### src/rtl/mmu_pxr_bridge.sv
// Bus-to-MMU register bridge: decodes PDR/PAR/MMR0-3 I/O-page addresses and turns held bus
// strobes into one-cycle pxr accesses. Define MMU_SUPER_EN to decode the supervisor PDR/PAR group.
module mmu_pxr_bridge (
   input  logic        clk,
   input  logic        reset_n,
   input  logic [21:0] bus_addr,
   input  logic        bus_rd,
   input  logic        bus_wr,
   input  logic        bus_byte,
   input  logic [15:0] bus_data_in,
   output logic [15:0] bus_data_out,
   output logic        bus_ack,
   output logic        bus_decode,
   output logic        pxr_rd,
   output logic        pxr_wr,
   output logic [1:0]  pxr_be,
   output logic [7:0]  pxr_addr,
   output logic [15:0] pxr_data_in,
   input  logic [15:0] pxr_data_out
);

   typedef enum logic [1:0] {StIdle, StXfer, StAck} state_e;

   state_e      state_q, state_d;
   logic        pxr_rd_q, pxr_rd_d;
   logic        pxr_wr_q, pxr_wr_d;
   logic [1:0]  pxr_be_q, pxr_be_d;
   logic [7:0]  pxr_addr_q, pxr_addr_d;
   logic [15:0] pxr_data_q, pxr_data_d;
   logic [15:0] rdata_q, rdata_d;
   logic        ack_q, ack_d;

   logic        hit_kern, hit_super, hit_user, hit_mmr;
   logic [1:0]  mmr_idx;
   logic [1:0]  mode;
   logic [21:0] word_addr;
   logic [7:0]  map_addr;
   logic [1:0]  map_be;
   logic        strobe;

   assign word_addr = {bus_addr[21:1], 1'b0};
   assign strobe    = bus_rd | bus_wr;

   // Address decode: three 64-byte PDR/PAR groups plus four scattered MMR words.
   always_comb begin
      hit_kern = (bus_addr[21:6] == 16'o177723);
      hit_user = (bus_addr[21:6] == 16'o177776);
`ifdef MMU_SUPER_EN
      hit_super = (bus_addr[21:6] == 16'o177722);
`else
      hit_super = 1'b0;
`endif
      hit_mmr = 1'b1;
      mmr_idx = 2'd0;
      case (word_addr)
         22'o17777572: mmr_idx = 2'd0;
         22'o17777574: mmr_idx = 2'd1;
         22'o17777576: mmr_idx = 2'd2;
         22'o17772516: mmr_idx = 2'd3;
         default:      hit_mmr = 1'b0;
      endcase
      if (hit_user) begin
         mode = 2'b11;
      end else if (hit_super) begin
         mode = 2'b01;
      end else begin
         mode = 2'b00;
      end
      if (hit_mmr) begin
         map_addr = {2'b10, 4'b0000, mmr_idx};
      end else begin
         map_addr = {1'b0, bus_addr[5], mode, bus_addr[4], bus_addr[3:1]};
      end
      if (!bus_byte) begin
         map_be = 2'b11;
      end else if (bus_addr[0]) begin
         map_be = 2'b10;
      end else begin
         map_be = 2'b01;
      end
   end

   assign bus_decode = hit_kern | hit_super | hit_user | hit_mmr;

   always_comb begin
      state_d    = state_q;
      pxr_rd_d   = 1'b0;
      pxr_wr_d   = 1'b0;
      pxr_be_d   = pxr_be_q;
      pxr_addr_d = pxr_addr_q;
      pxr_data_d = pxr_data_q;
      rdata_d    = rdata_q;
      ack_d      = ack_q;
      case (state_q)
         StIdle: begin
            if (strobe && bus_decode) begin
               state_d    = StXfer;
               // Both strobes high resolves to a write.
               pxr_wr_d   = bus_wr;
               pxr_rd_d   = ~bus_wr;
               pxr_be_d   = map_be;
               pxr_addr_d = map_addr;
               pxr_data_d = bus_data_in;
            end
         end
         StXfer: begin
            // A master that withdrew mid-access gets no ack; the mmu access still happened.
            if (strobe) begin
               state_d = StAck;
               ack_d   = 1'b1;
               if (pxr_rd_q) begin
                  rdata_d = pxr_data_out;
               end
            end else begin
               state_d = StIdle;
            end
         end
         StAck: begin
            if (!strobe) begin
               state_d = StIdle;
               ack_d   = 1'b0;
               rdata_d = 16'h0000;
            end
         end
         default: begin
            state_d = StIdle;
            ack_d   = 1'b0;
            rdata_d = 16'h0000;
         end
      endcase
   end

   always_ff @(posedge clk or negedge reset_n) begin
      if (!reset_n) begin
         state_q    <= StIdle;
         pxr_rd_q   <= 1'b0;
         pxr_wr_q   <= 1'b0;
         pxr_be_q   <= 2'b00;
         pxr_addr_q <= 8'h00;
         pxr_data_q <= 16'h0000;
         rdata_q    <= 16'h0000;
         ack_q      <= 1'b0;
      end else begin
         state_q    <= state_d;
         pxr_rd_q   <= pxr_rd_d;
         pxr_wr_q   <= pxr_wr_d;
         pxr_be_q   <= pxr_be_d;
         pxr_addr_q <= pxr_addr_d;
         pxr_data_q <= pxr_data_d;
         rdata_q    <= rdata_d;
         ack_q      <= ack_d;
      end
   end

   assign pxr_rd       = pxr_rd_q;
   assign pxr_wr       = pxr_wr_q;
   assign pxr_be       = pxr_be_q;
   assign pxr_addr     = pxr_addr_q;
   assign pxr_data_in  = pxr_data_q;
   assign bus_data_out = rdata_q;
   assign bus_ack      = ack_q;

endmodule

### config.mk
export PLATFORM = sky130hd
export DESIGN_NAME = mmu_pxr_bridge
export DESIGN_NICKNAME = d
export VERILOG_FILES = /design/src/rtl/mmu_pxr_bridge.sv
export SDC_FILE = /design/constraint.sdc
export NUM_CORES = 1
export LEC_CHECK = 0
export CAP_MARGIN = 15
export CORE_MARGIN = 3
export CORE_UTILIZATION = 43
export DETAILED_ROUTE_END_ITERATION = 10
export PLACE_DENSITY = 0.85
export SYNTH_ARGS = -nofsm -noshare
export SYNTH_HDL_FRONTEND = slang
export SYNTH_SLANG_ARGS = --single-unit
### constraint.sdc
create_clock -name clk -period 4.1 [get_ports clk]
set_clock_uncertainty 0.1 [all_clocks]
set_input_delay 0.615 -clock clk [delete_from_list [all_inputs] [get_ports clk]]
set_output_delay 0.615 -clock clk [all_outputs]
set_load 0.01 [all_outputs]
==> out/results.txt, run 1 <==
Status = completed
HP Class = flop to flop
Port bufs = 104
Hold_buf cts = 0
Crit-path cells = clkdlybuf4s50_1 -> or4b_1 -> nand2_1 -> a32oi_1 -> nor3_1 -> clkdlybuf4s50_1
First-pass iteration count of the detailed router = 4
Worst Tran Pin Value = 1.077 ns
Critical Path RT = 3.38 ns
Die area = 5709 µm²
Drt total wl = 4973 µm
Die Height = 75.56 µm
RSZ-0062 raised after global routing = no
Switching Fraction = 19.62%
Max Clk Rate = 0.3030 GHz
DRC violations left = 0
CP Max Fanout = 5
EDFF count, synth = 0
Hold_sp = bus_data_out[7]
Period minus WS final = 3.301 ns
Core ar. = 4504 µm²
Post-synthesis compound-gate area fraction = 9.020%
Slew Limit Fails = 0
Mapped Area = 2081 µm²
GPL Wtd Cong = 0.9266
DR vias = 1,743
Yosys warnings = 0
GRT overflow = 0
Row count = 24
Clock-pin slew on the worst setup and hold paths = 0.08 ns
Max stage delay cell, worst path = clkdlybuf4s50_1
Util after Layout = 72.03%
Vias in the first global route = 1,695
Critical Path Source = bus_addr[8]
Commonest register cell after synthesis = dfrtp_1
Largest stage delay on the critical path = 0.57 ns
Drt wl/cell = 14.54 µm
GRT Overall Usage = 17.97%
Sw Pwr = 0.1682 mW
Register area share after synthesis = 55.32%
Most frequent cells in the layout = clkdlybuf4s50_1, dfrtp_1, nand2_1
CTS Buf Count = 5
Multiplexer area fraction after synthesis = 12.33%
Root Driver = clkbuf_8
Area of the multi-input gates = 870.8 µm²
Largest net degree at the start of global routing = 47
Final hold violations = 0
Maximum number of buffers from clock root to sink = 2
Die W = 75.56 µm
Share of cells above drive strength 1 = 10.34%
Post-CTS sizing = 0
Yosys reg bits = 46
Relative slew slack = 28.02%
Via-to-Cell Ratio = 5.096
Diodes inserted = 0
Register area = 1151 µm²
First-pass GRT wire length = 7872 µm
Flop pwr share = 52.9%
Critical Path Sink Type = output port
Final period util = 80.50%
CP arrival = 2.59 ns
Commonest non-fill, non-tap cell in the layout = clkdlybuf4s50_1
Clock sinks = 46
Post CTS Setup Buffer Count = 0
DRT iter0 DRCs = 67
Clk pwr share = 37.7%
Power Density = 264.2 nW/µm²
Largest family of logic cells by synthesized area = simple AND/OR/NAND/NOR gates
Syn Area/Cell = 11.19 µm²
Crit-path most repeated cell = clkdlybuf4s50_1
Post-synthesis simple-gate area fraction = 19.78%
Synth cell types = 38
Async S/R FF share, synth = 100.0%
DRT antenna net count = 0
R2R Path Start = state_q[1]
Worst Path Class, Setup = primary input to output port
Clk Latency, worst-skew pair = 0.29 ns
Crit path launch type = primary input
Fillers = 323
Max_cap viols = 0
Total internal power = 0.6891 mW
Initial Util = 46.19%
DP Wirelength = 3831 µm
Syn nets = 245
Adder-cell area share of the yosys netlist = 0%
Deepest level of the CTS H-tree = 2
Combinational fraction of design power = 9.4%
Xor/xnor share of the synthesized area = 0.4209%
Nets@finish = 348
Synth Instances = 186
Setup violations, final = 0
Boundary pin count = 105
CTS tree = done
Max rail drop VDD = 0.1700 mV
Total Neg Setup Slack = 0 ns
Area grow syn2layout = 55.92%
Leakage dissipation = 1.415 nW
Initial antenna violation count = 0
==> routing by layer <==
layer | vias up | part of all wire [%] | GRT usage (%)
met5 | - | 0 | 0
met4 | 0 | 0.76 | 4.078
met3 | 6 | 6.1 | 4.090
met2 | 69 | 49 | 30.78
met1 | 806 | 44 | 23.25
li1 | 862 | - | -
==> worst paths after layout <==
kind                                    to  slack, ns  depth (start not counted)
max                             bus_decode       0.80                          6
min                        bus_data_out[7]       0.38                          2
max reg2reg                      pxr_be[1]       1.98                          4
min reg2reg                bus_data_out[7]       0.38                          2
max in group asynchronous      pxr_addr[5]       2.90                          1
min in group asynchronous  bus_data_out[7]       0.39                          1
==> critical path: cells and delay by family <==
| kind | cells | cell delay, ns |
|---|---|---|
| compound gates | 1 | 0.12 |
| buf+inv | 2 | 1.01 |
| simple gates | 3 | 0.83 |
==> sequential cells by signal, summed over array words and instances (netlist names) <==
register and count:
state_q 2, pxr_be 2, bus_data_out 16, bus_ack 1, pxr_wr 1, pxr_rd 1, pxr_addr 7, pxr_data_in 16
==> per-stage QoR <==
stage	instances	hold slack, ns	total power, mW	cell area (µm²)	setup WS (ns)
2_1_floorplan	186	0.2194	0.4740	2081	1.729
3_3_place_gp	334	0.3622	0.5423	3138	0.7875
3_5_place_dp	334	0.3692	0.5436	3138	0.8082
4_1_cts	342	0.3879	0.8687	3244	0.7894
5_1_grt	342	0.4087	0.8968	3244	0.6724
6_report	342	0.3776	0.8573	3244	0.7994
==> kinds of logic (layout without fill, tap and decap cells) <==
| logic type | Yosys count | count (layout) |
|---|---|---|
| compound gates | 30 | 30 |
| buf+inv | 12 | 116 |
| flops | 46 | 46 |
| mux | 20 | 20 |
| xor+xnor | 1 | 1 |
| simple gates | 77 | 77 |
==> Yosys cell counts, types with 3 or more instances <==
| library cell | instances | area [µm²] |
|---|---|---|
| nand3_1 | 7 | 35.03 |
| a22o_1 | 3 | 26.28 |
| mux2_2 | 7 | 78.83 |
| inv_1 | 4 | 15.01 |
| nor2_1 | 5 | 18.77 |
| o21ai_0 | 20 | 100.1 |
| nand2_1 | 37 | 138.9 |
| nor2b_1 | 3 | 18.77 |
| nor3_1 | 4 | 20.02 |
| dfrtp_1 | 46 | 1151 |
| clkbuf_1 | 6 | 22.52 |
| mux2_4 | 9 | 135.1 |
==> final cells by class <==
cell class | count | share of cell area (%)
sequential | 46 | 35.48
inverter | 4 | 0.4628
timing repair buffer | 104 | 31.93
clock inverter | 1 | 0.9256
clock buffer | 7 | 2.352
multi-input combinational | 128 | 26.84
tap | 52 | 2.005
==> power groups by stage <==
stage	clock (mW)	sequential, mW	combinational, mW
floorplan	0	0.463	0.0111
global placement	0	0.463	0.0796
detailed placement	0	0.463	0.0809
CTS	0.334	0.454	0.0814
global route	0.355	0.454	0.0878
finish	0.324	0.454	0.0802
No activity file was read; power rests on OpenSTA's default activity.
==> run 2: changes to the inputs <==
--- a/config.mk
+++ b/config.mk
@@ -7,9 +7,9 @@
 export LEC_CHECK = 0
 export CAP_MARGIN = 15
 export CORE_MARGIN = 3
-export CORE_UTILIZATION = 43
+export CORE_UTILIZATION = 36
 export DETAILED_ROUTE_END_ITERATION = 10
-export PLACE_DENSITY = 0.85
+export PLACE_DENSITY = 0.76
 export SYNTH_ARGS = -nofsm -noshare
 export SYNTH_HDL_FRONTEND = slang
 export SYNTH_SLANG_ARGS = --single-unit
==> constraint.sdc (replaced) <==
create_clock -name clk -period 3.01 [get_ports clk]
set_clock_uncertainty 0.1 [all_clocks]
set_input_delay 0.4515 -clock clk [delete_from_list [all_inputs] [get_ports clk]]
set_output_delay 0.4515 -clock clk [all_outputs]
set_load 0.01 [all_outputs]
==> run 2 against run 1 <==
Compared with the run above: die area increased by 18%; power rose by 37%; hold slack lost 0.14 ns; wire length fell by 0.10%; count of clock-buffer cells in the layout down 1; worst setup slack worse by 0.30 ns; largest power group unchanged; register-to-register slack lost 1.1 ns; non-clock buffer count rose by 5; clock power increased by 37%.
==> out/results.txt, run 2 (synthesis gave the netlist of run 1 again) <==
Status = completed
Final hold violations = 0
Final period util = 83.31%
CTS tree = done
Worst Path Class, Setup = primary input to output port
DRT iter0 DRCs = 74
Crit path launch type = primary input
Max_cap viols = 0
DRT antenna net count = 0
Share of cells above drive strength 1 = 12.54%
Hold_buf cts = 0
Initial Util = 37.56%
Core ar. = 5540 µm²
Leakage dissipation = 1.457 nW
Placed Area = 3201 µm²
Power Density = 354.4 nW/µm²
Critical Path Sink Type = output port
Drt wl/cell = 13.54 µm
DR vias = 1,783
Root Driver = clkbuf_8
CP arrival = 1.96 ns
Post CTS Setup Buffer Count = 0
Via-to-Cell Ratio = 4.858
Clock-pin slew on the worst setup and hold paths = 0.08 ns
Deepest level of the CTS H-tree = 2
Combinational fraction of design power = 9.7%
Initial antenna violation count = 0
CP Max Fanout = 4
Die Height = 82.03 µm
Drt total wl = 4968 µm
Total internal power = 0.9406 mW
Setup violations, final = 0
Final Instance Area = 3319 µm²
Clk pwr share = 37.8%
HP Class = primary input to async pin
Max Clk Rate = 0.3988 GHz
Nets@finish = 353
Flop pwr share = 52.5%
Relative slew slack = 32.34%
Commonest non-fill, non-tap cell in the layout = clkdlybuf4s50_1
Vias in the first global route = 1,756
Max rail drop VDD = 0.1625 mV
DRC violations left = 0
Diodes inserted = 0
GRT Overall Usage = 15.01%
Period minus WS final = 2.508 ns
DP Wirelength = 3754 µm
Slew Limit Fails = 0
Clk Latency, worst-skew pair = 0.28 ns
Die area = 6728 µm²
First-pass GRT wire length = 7935 µm
Switching Fraction = 20.05%
Port bufs = 104
CTS Buf Count = 5
Maximum number of buffers from clock root to sink = 2
GPL Wtd Cong = 0.8203
Most frequent cells in the layout = clkdlybuf4s50_1, dfrtp_1, nand2_1
GRT overflow = 0
Clock sinks = 46
First-pass iteration count of the detailed router = 4
Largest net degree at the start of global routing = 47
Row count = 27
Die W = 82.03 µm
Total Neg Setup Slack = 0 ns
Fillers = 476
Boundary pin count = 105
RSZ-0062 raised after global routing = no
Critical Path RT = 2.46 ns
Area grow syn2layout = 59.53%
Worst Tran Pin Value = 1.015 ns
Sw Pwr = 0.2359 mW
==> run 2: changes by cell type in the layout (fill, tap and decap cells not counted) <==
| cell | previous run | this run |
|---|---|---|
| clkinvlp_4 | 0 | 1 |
| nor4bb_1 | 1 | 0 |
| clkdlybuf4s50_1 | 103 | 102 |
| dlymetal6s2s_1 | 0 | 1 |
| clkbuf_1 | 2 | 1 |
| nor4bb_2 | 0 | 1 |
| buf_4 | 0 | 5 |
==> run 2: per-stage QoR <==
step,cells,hold WS [ns],power [mW],setup WS [ns],util (%)
3_3_place_gp,359,0.3603,0.7419,0.1177,57.77
3_5_place_dp,359,0.3694,0.7444,0.1182,57.77
4_1_cts,367,0.2695,1.198,0.1178,59.76
5_1_grt,367,0.3126,1.231,0.3152,59.91
2_1_floorplan,186,0.05591,0.6457,0.8021,-
6_report,367,0.2344,1.177,0.5025,59.91
==> run 2: final cells by class <==
class / count / area, µm² / area share (%)
timing repair buffer: 109 / 1076 / 32.42
sequential: 46 / 1151 / 34.68
clock inverter: 2 / 37.54 / 1.131
inverter: 4 / 15.01 / 0.4523
multi-input combinational: 128 / 877.1 / 26.42
tap: 72 / 90.09 / 2.714
clock buffer: 6 / 72.57 / 2.186
==> run 2: worst paths after layout <==
path	from	to	slack [ns]	depth (start not counted)
hold / removal	reset_n	bus_data_out[8]	0.23	1
hold reg to reg	bus_data_out[10]	bus_data_out[10]	0.39	2
setup reg to reg	state_q[0]	pxr_data_in[4]	0.88	4
max in group asynchronous	reset_n	bus_ack	1.96	1
min in group clk	bus_data_out[10]	bus_data_out[10]	0.39	2
setup / recovery	bus_addr[9]	bus_decode	0.50	6
==> run 2: routing by layer <==
layer  vias to the layer above  GRT usage [%]  wire (µm)
met5                         -              0          0
met4                         0          4.983         46
met3                         4          2.961        450
met2                        81          24.31       2383
met1                       825          20.06       2088
li1                        873              -          -
==> run 2: worst max-delay path: stages <==
cell	delay, ns
clkdlybuf4s50_1	0.46
or4b_1	0.52
nand2_1	0.11
a32oi_1	0.10
nor3_1	0.13
dlymetal6s2s_1	0.18
==> run 2: power by group through the flow <==
stage / combinational [mW] / sequential, mW / clock [mW]
floorplan: 0.0151 / 0.631 / 0
global placement: 0.112 / 0.630 / 0
detailed placement: 0.114 / 0.630 / 0
CTS: 0.115 / 0.618 / 0.465
global route: 0.124 / 0.618 / 0.489
finish: 0.114 / 0.618 / 0.445
==> run 2: repair_timing <==
item / 4_1_cts / 5_1_grt
endpoints found under the hold margin: 0 / 0
setup endpoints to repair: 0 / 1
gates resized for setup: 0 / 2
